**config.mk**
```make
export PLATFORM = sky130hd
export DESIGN_NAME = clock_set_ctrl
export DESIGN_NICKNAME = d
export VERILOG_FILES = /design/src/rtl/clock_pkg.sv /design/src/rtl/key_repeat.sv /design/src/rtl/clock_set_ctrl.sv
export SDC_FILE = /design/constraint.sdc
export NUM_CORES = 1
export LEC_CHECK = 0
export CELL_PAD_IN_SITES_DETAIL_PLACEMENT = 0
export CELL_PAD_IN_SITES_GLOBAL_PLACEMENT = 1
export CORE_MARGIN = 1.5
export CORE_UTILIZATION = 30
export CTS_BUF_LIST = sky130_fd_sc_hd__clkbuf_4 sky130_fd_sc_hd__clkbuf_8
export DETAILED_ROUTE_END_ITERATION = 16
export DONT_BUFFER_PORTS = 1
export PLACE_DENSITY = 0.58
export SETUP_SLACK_MARGIN = 0.2
export SLEW_MARGIN = 5
export SYNTH_ARGS = -nofsm -noshare
export SYNTH_HDL_FRONTEND = slang
export SYNTH_SLANG_ARGS = --single-unit
```
**constraint.sdc**
```tcl
create_clock -name clock -period 3 [get_ports clock]
set_clock_uncertainty 0.2 [all_clocks]
set_input_delay 0.9 -clock clock [delete_from_list [all_inputs] [get_ports clock]]
set_output_delay 0.9 -clock clock [all_outputs]
set_load 0.02 [all_outputs]
```
**src/rtl/clock_pkg.sv**
```systemverilog
// Shared state codes and timing constants for the clock time-setting flow.
package clock_pkg;

  // Displayed/edited field; the numeric codes are visible on the status port.
  typedef enum logic [2:0] {
    StShowTime  = 3'd0,
    StSetHour   = 3'd1,
    StSetMinute = 3'd2,
    StSetMonth  = 3'd3,
    StSetDay    = 3'd4
  } state_e;

  localparam int unsigned HoldTicks   = 50;  // 10 ms ticks before auto-repeat
  localparam int unsigned RepeatTicks = 10;  // 10 ms ticks between repeats
  localparam int unsigned BlinkTicks  = 25;  // 10 ms ticks per blink half-period
  localparam int unsigned TimeoutS    = 30;  // idle seconds before leaving an edit state

  // Field order walked by the mode key.
  function automatic state_e next_on_mode(state_e s);
    case (s)
      StShowTime:  return StSetHour;
      StSetHour:   return StSetMinute;
      StSetMinute: return StSetMonth;
      StSetMonth:  return StSetDay;
      default:     return StShowTime;
    endcase
  endfunction

endpackage

```
**src/rtl/key_repeat.sv**
```systemverilog
// Add-key edge detect plus hold/auto-repeat timer; emits one request pulse per step.
module key_repeat #(
  parameter int unsigned HOLD_TICKS   = 50,
  parameter int unsigned REPEAT_TICKS = 10
) (
  input  logic i_clk,
  input  logic i_rst,
  input  logic i_enable,  // key is only honoured in edit states
  input  logic i_clear,   // mode press: suppress request and restart the hold timer
  input  logic i_tick,
  input  logic i_level,
  output logic o_pulse
);

  localparam int unsigned MaxTicks = (HOLD_TICKS > REPEAT_TICKS) ? HOLD_TICKS : REPEAT_TICKS;
  localparam int unsigned CntW     = $clog2(MaxTicks) + 1;
  localparam logic [CntW-1:0] HoldLim = CntW'(HOLD_TICKS);
  localparam logic [CntW-1:0] RepLim  = CntW'(REPEAT_TICKS);

  logic            r_prev;
  logic            r_repeating;
  logic [CntW-1:0] r_cnt;
  logic [CntW-1:0] w_cnt_inc;
  logic [CntW-1:0] w_lim;
  logic            w_edge;
  logic            w_reach;

  assign w_edge    = i_level & ~r_prev;
  assign w_cnt_inc = r_cnt + CntW'(1);
  assign w_lim     = r_repeating ? RepLim : HoldLim;
  // Saturating compare so a changed limit can never let the counter wrap.
  assign w_reach   = i_enable & i_level & i_tick & (w_cnt_inc >= w_lim);
  assign o_pulse   = i_enable & ~i_clear & (w_edge | w_reach);

  // Previous level and hold/repeat counter; release or mode press restarts the hold delay.
  always_ff @(posedge i_clk) begin
    if (i_rst) begin
      r_prev      <= 1'b0;
      r_repeating <= 1'b0;
      r_cnt       <= '0;
    end else begin
      r_prev <= i_level;
      if (!i_enable || !i_level || i_clear) begin
        r_repeating <= 1'b0;
        r_cnt       <= '0;
      end else if (i_tick) begin
        if (w_reach) begin
          r_repeating <= 1'b1;
          r_cnt       <= '0;
        end else begin
          r_cnt <= w_cnt_inc;
        end
      end
    end
  end

endmodule

```
**src/rtl/clock_set_ctrl.sv**
```systemverilog
// Time-setting sequencer: mode FSM, field increments, edit timeout, digit blink.
module clock_set_ctrl
  import clock_pkg::*;
#(
  parameter int unsigned HOLD_TICKS   = HoldTicks,
  parameter int unsigned REPEAT_TICKS = RepeatTicks,
  parameter int unsigned BLINK_TICKS  = BlinkTicks,
  parameter int unsigned TIMEOUT_S    = TimeoutS
) (
  input  logic       clock,
  input  logic       reset,
  input  logic       tick_10ms,
  input  logic       tick_1s,
  input  logic       key_mode_press,
  input  logic       key_add_level,
  output logic [2:0] status,
  output logic       inc_hour,
  output logic       inc_minute,
  output logic       inc_month,
  output logic       inc_day,
  output logic       clear_seconds,
  output logic       run_enable,
  output logic [3:0] blank_mask
);

  localparam int unsigned ToW  = $clog2(TIMEOUT_S + 1);
  localparam int unsigned BlkW = $clog2(BLINK_TICKS + 1);
  localparam logic [ToW-1:0]  ToLast  = ToW'(TIMEOUT_S - 1);
  localparam logic [BlkW-1:0] BlkLast = BlkW'(BLINK_TICKS - 1);

  state_e          r_state;
  state_e          w_state_next;
  logic [ToW-1:0]  r_to_cnt;
  logic [BlkW-1:0] r_blk_cnt;
  logic            r_phase;
  logic            r_edited;
  logic            r_run;
  logic            r_clear;
  logic            r_inc_hour, r_inc_minute, r_inc_month, r_inc_day;
  logic            w_edit;
  logic            w_add_pulse;
  logic            w_timeout;
  logic            w_enter_show;

  assign w_edit = r_state inside {StSetHour, StSetMinute, StSetMonth, StSetDay};

  key_repeat #(
    .HOLD_TICKS  (HOLD_TICKS),
    .REPEAT_TICKS(REPEAT_TICKS)
  ) u_key_repeat (
    .i_clk   (clock),
    .i_rst   (reset),
    .i_enable(w_edit),
    .i_clear (key_mode_press),
    .i_tick  (tick_10ms),
    .i_level (key_add_level),
    .o_pulse (w_add_pulse)
  );

  // A held key counts as activity, so timeout and an add request never coincide.
  assign w_timeout    = w_edit & tick_1s & ~key_add_level & (r_to_cnt >= ToLast);
  assign w_enter_show = (w_state_next == StShowTime) & (r_state != StShowTime);

  // Next state: illegal codes and timeout win over the mode key.
  always_comb begin
    w_state_next = r_state;
    if (!w_edit && r_state != StShowTime) begin
      w_state_next = StShowTime;
    end else if (w_timeout) begin
      w_state_next = StShowTime;
    end else if (key_mode_press) begin
      w_state_next = next_on_mode(r_state);
    end
  end

  // State register.
  always_ff @(posedge clock) begin
    if (reset) r_state <= StShowTime;
    else       r_state <= w_state_next;
  end

  // Idle-seconds counter, restarted by any key activity and outside edit states.
  always_ff @(posedge clock) begin
    if (reset || !w_edit || key_mode_press || key_add_level || w_timeout) begin
      r_to_cnt <= '0;
    end else if (tick_1s) begin
      r_to_cnt <= r_to_cnt + ToW'(1);
    end
  end

  // Blink phase generator, parked at phase 0 while showing the time.
  always_ff @(posedge clock) begin
    if (reset || !w_edit) begin
      r_blk_cnt <= '0;
      r_phase   <= 1'b0;
    end else if (tick_10ms) begin
      if (r_blk_cnt >= BlkLast) begin
        r_blk_cnt <= '0;
        r_phase   <= ~r_phase;
      end else begin
        r_blk_cnt <= r_blk_cnt + BlkW'(1);
      end
    end
  end

  // Increment requests, edited flag, run enable and the seconds-clear pulse on exit.
  always_ff @(posedge clock) begin
    if (reset) begin
      r_inc_hour   <= 1'b0;
      r_inc_minute <= 1'b0;
      r_inc_month  <= 1'b0;
      r_inc_day    <= 1'b0;
      r_edited     <= 1'b0;
      r_run        <= 1'b1;
      r_clear      <= 1'b0;
    end else begin
      r_inc_hour   <= w_add_pulse & (r_state == StSetHour);
      r_inc_minute <= w_add_pulse & (r_state == StSetMinute);
      r_inc_month  <= w_add_pulse & (r_state == StSetMonth);
      r_inc_day    <= w_add_pulse & (r_state == StSetDay);
      if (w_enter_show) begin
        r_run    <= 1'b1;
        r_clear  <= r_edited;
        r_edited <= 1'b0;
      end else begin
        r_clear <= 1'b0;
        if (w_add_pulse) begin
          r_run    <= 1'b0;
          r_edited <= 1'b1;
        end
      end
    end
  end

  // Blank the field being edited on the off phase; keep digits solid while add is held.
  always_comb begin
    blank_mask = 4'b0000;
    if (r_phase && !key_add_level) begin
      case (r_state)
        StSetHour, StSetMonth: blank_mask = 4'b1100;
        StSetMinute, StSetDay: blank_mask = 4'b0011;
        default:               blank_mask = 4'b0000;
      endcase
    end
  end

  assign status        = r_state;
  assign inc_hour      = r_inc_hour;
  assign inc_minute    = r_inc_minute;
  assign inc_month     = r_inc_month;
  assign inc_day       = r_inc_day;
  assign clear_seconds = r_clear;
  assign run_enable    = r_run;

endmodule

```
==> impl_metrics.env <==
export IMPL_dp_slack_ps=418
export IMPL_htreeDepth=2
export IMPL_ys_seq_area_frac=0.382
export IMPL_wl_met3_um=174
export IMPL_drive_gt1_frac=0.145
export IMPL_crit_buf_inv=1
export IMPL_drv_cap=0
export IMPL_drt_first_pass_iters=4
export IMPL_seq_power_share=0.512
export IMPL_setup_tns_ps=0
export IMPL_worstHoldPathCells=2
export IMPL_layout_min_cycle_time_ps=2570
export IMPL_totalWireLength_mm=3.22
export IMPL_vdd_drop_max_mv=0.181
export IMPL_final_common_cell="dfxtp_1"
export IMPL_rsz0062_at_grt="no"
export IMPL_grt_pass1_wl_mm=5.00
export IMPL_first_global_vias=1092
export IMPL_layout_common_cells="29 x dfxtp_1, 20 x nor2_1, 13 x nand2_1"
export IMPL_overflow=0
export IMPL_criticalPathCategory="flop to output pin"
export IMPL_relSlewSlack=0.757
export IMPL_dieArea_mm2=0.00568
export IMPL_power_frac_comb=0.055
export IMPL_wl_met2_mm=1.49
export IMPL_fin_nets=200
export IMPL_p_int_mw=0.615
export IMPL_p_per_area_mw_per_mm2=457
export IMPL_coreArea_mm2=0.00507
export IMPL_clockRootBuffer="clkbuf_8"
export IMPL_fin_crit_sh=0.856
export IMPL_avgSynthCellArea_um2=8.59
export IMPL_grt_max_degree=16
export IMPL_p_sw_mw=0.189
export IMPL_crit_family="flip-flops"
export IMPL_die_height_um=75.4
export IMPL_p_leak_nw=0.618
export IMPL_r2r_cells=9
export IMPL_clockPowerShare=0.432
export IMPL_cp_start_kind="flop"
export IMPL_cp_cell_sequence="xnor2_1 -> nor4b_2 -> buf_4"
export IMPL_clock_latency_ps=280
export IMPL_max_freq_ghz=0.389
export IMPL_yosys_warnings=0
export IMPL_cp_end_kind="output pin"
export IMPL_finalHoldViolCount=0
export IMPL_status="finished clean"
export IMPL_layout_cells_non_filler=256
export IMPL_yosysUniqueCellTypes=46
export IMPL_critPathMaxStageDelay_ps=510
export IMPL_final_antenna_net_count=0
export IMPL_ys_seq_elements=30
export IMPL_postCtsHoldBufs=0
export IMPL_grt_usage=0.119
export IMPL_swShare=0.235
export IMPL_clk_pin_slew_ps=60
export IMPL_drc=0
export IMPL_gp_congestion=0.754
export IMPL_netlist_area_mm2=0.00157
export IMPL_r2r_slack_ps=530
export IMPL_port_buffer_count=0
export IMPL_crit_slowest_cell="dfxtp_2"
export IMPL_min_to="r_edited$_SDFFE_PP0P_"
export IMPL_io_pins=19
export IMPL_core_rowCount=26
export IMPL_antennaDiodeCount=0
export IMPL_routedWlPerCell_um=12.6
export IMPL_syn_nets=198
export IMPL_r2r_end="u_key_repeat.r_cnt[1]$_SDFFE_PP0P_"
export IMPL_num_vias=1237
export IMPL_cts_tree="yes"
export IMPL_syn_inst=183
export IMPL_dieWidth_um=75.4
export IMPL_tightest_slew_ps=363
export IMPL_min_delay_start="r_edited$_SDFFE_PP0P_"
export IMPL_cp_arrival_ps=1470
export IMPL_dp_hpwl_mm=2.34
export IMPL_clockBufferDepth=2
export IMPL_vias_per_cell=4.83
export IMPL_areaGrowthSynthToFinish_pct=11.9
export IMPL_setup_viol=0
export IMPL_setup_slack_ps=431
export IMPL_top_layer_used="met4"
export IMPL_slew_viol_final=0
export IMPL_antenna_found_initial=0
export IMPL_dp_cells=248
export IMPL_cts_sinks=30
export IMPL_regToRegStartpoint="u_key_repeat.r_cnt[0]$_SDFFE_PP0P_"
export IMPL_crit_fanout=12
export IMPL_met1Wirelength_mm=1.52
export IMPL_start_util=0.310
export IMPL_crit_required_ps=1900
export IMPL_hold_path_class="flop to flop"
export IMPL_cts_buffers=5
export IMPL_first_iter_violations=63
==> registers in the layout (all words and copies together), names as in the netlist <==
| signal | flops |
|---|---|
| run_enable | 1 |
| status | 3 |
| inc_day | 1 |
| u_key_repeat.r_prev | 1 |
| inc_minute | 1 |
| u_key_repeat.r_repeating | 1 |
| r_phase | 1 |
| u_key_repeat.r_cnt | 7 |
| inc_month | 1 |
| r_edited | 1 |
| clear_seconds | 1 |
| r_blk_cnt | 5 |
| r_to_cnt | 5 |
| inc_hour | 1 |
==> cells by family after synthesis <==
| kind of cell | synth area share |
|---|---|
| buffers and inverters | 0.0518 |
| AOI/OAI and AO/OA | 0.135 |
| DFF | 0.382 |
| adders and majority gates | 0.0717 |
| muxes | 0.00637 |
| xor gates and xnor gates | 0.0780 |
| and+or+nand+nor | 0.275 |
==> power by group through the flow <==
stage | sequential, mW | clock (mW) | combinational (mW)
final | 0.412 | 0.347 | 0.0445
after global routing | 0.413 | 0.375 | 0.0506
after CTS | 0.412 | 0.362 | 0.0452
after detailed placement | 0.421 | 0 | 0.0450
after global placement | 0.421 | 0 | 0.0443
after floorplan | 0.419 | 0 | 0.0443
==> area by class of cell <==
type / instances / area [um2]
Fill cell: 564 / 3320
Multi-Input combinational cell: 136 / 911
Sequential cell: 30 / 602
Clock buffer: 7 / 90.1
Tap cell: 70 / 87.6
Timing Repair Buffer: 5 / 37.5
Inverter: 7 / 26.3
Clock inverter: 1 / 5.00
==> stage by stage <==
step / util / cell area [um2] / hold slack [ps] / total power, mW
after detailed placement: 0.328 / 1660 / 267 / 0.466
final: 0.347 / 1760 / 271 / 0.804
after global placement: 0.328 / 1660 / 254 / 0.465
after global routing: 0.347 / 1760 / 294 / 0.838
after CTS: 0.347 / 1760 / 276 / 0.819
after floorplan: - / 1590 / 246 / 0.463
==> routing by layer <==
metal / global-route usage / up-vias
li1: - / 649
met1: 0.150 / 562
met2: 0.180 / 22
met3: 0.0437 / 4
met4: 0.0595 / 0
met5: 0 / -
==> worst max-delay path by stage <==
stage / from / end / slack (ps) / depth (start not counted)
3_5_place_dp: key_add_level / blank_mask[1] / 420 / 2
4_1_cts: status[1]$_SDFF_PP0_ / blank_mask[1] / 390 / 3
3_3_place_gp: key_add_level / blank_mask[1] / 410 / 2
6_report: status[1]$_SDFF_PP0_ / blank_mask[1] / 430 / 3
5_1_grt: status[1]$_SDFF_PP0_ / blank_mask[1] / 330 / 3
2_1_floorplan: key_add_level / blank_mask[1] / 210 / 2
==> worst min-delay path, stage by stage, from the launching register on <==
cell      delay, ps
dfxtp_1         310
nand2b_1         60
a21oi_1          60
==> cells in the mapped netlist (all sizes together) <==
master / instances / area share
a41o: 1 / 0.0064
buf: 8 / 0.030
or3: 5 / 0.023
o31a: 1 / 0.0056
nand2: 15 / 0.039
nand4b: 1 / 0.0056
a21o: 2 / 0.0096
nand2b: 2 / 0.0080
nor2b: 2 / 0.0080
and3b: 1 / 0.0056
o211ai: 1 / 0.0048
o31ai: 2 / 0.0096
nand4: 6 / 0.024
o21a: 2 / 0.0096
nor2: 21 / 0.052
nor3b: 1 / 0.0080
o2111ai: 1 / 0.0056
or2: 1 / 0.0040
nor4: 2 / 0.012
inv: 7 / 0.017
and3: 2 / 0.0080
clkbuf: 2 / 0.0048
ha: 9 / 0.072
nand3b: 2 / 0.0096
a211oi: 2 / 0.013
nor3: 9 / 0.032
nand3: 7 / 0.025
dfxtp: 30 / 0.38
xor2: 10 / 0.056
a31oi: 2 / 0.0080
a21oi: 12 / 0.038
nor4b: 1 / 0.0056
o21ai: 7 / 0.025
nor4bb: 1 / 0.0064
xnor2: 4 / 0.022
mux2i: 1 / 0.0064
==> repair_timing <==
action,CTS,global route
hold endpoints to repair,0,0
setup buffers,0,0
gates resized for setup,1,0
setup endpoints to repair,2,0
(Power assumes the default switching activity.)
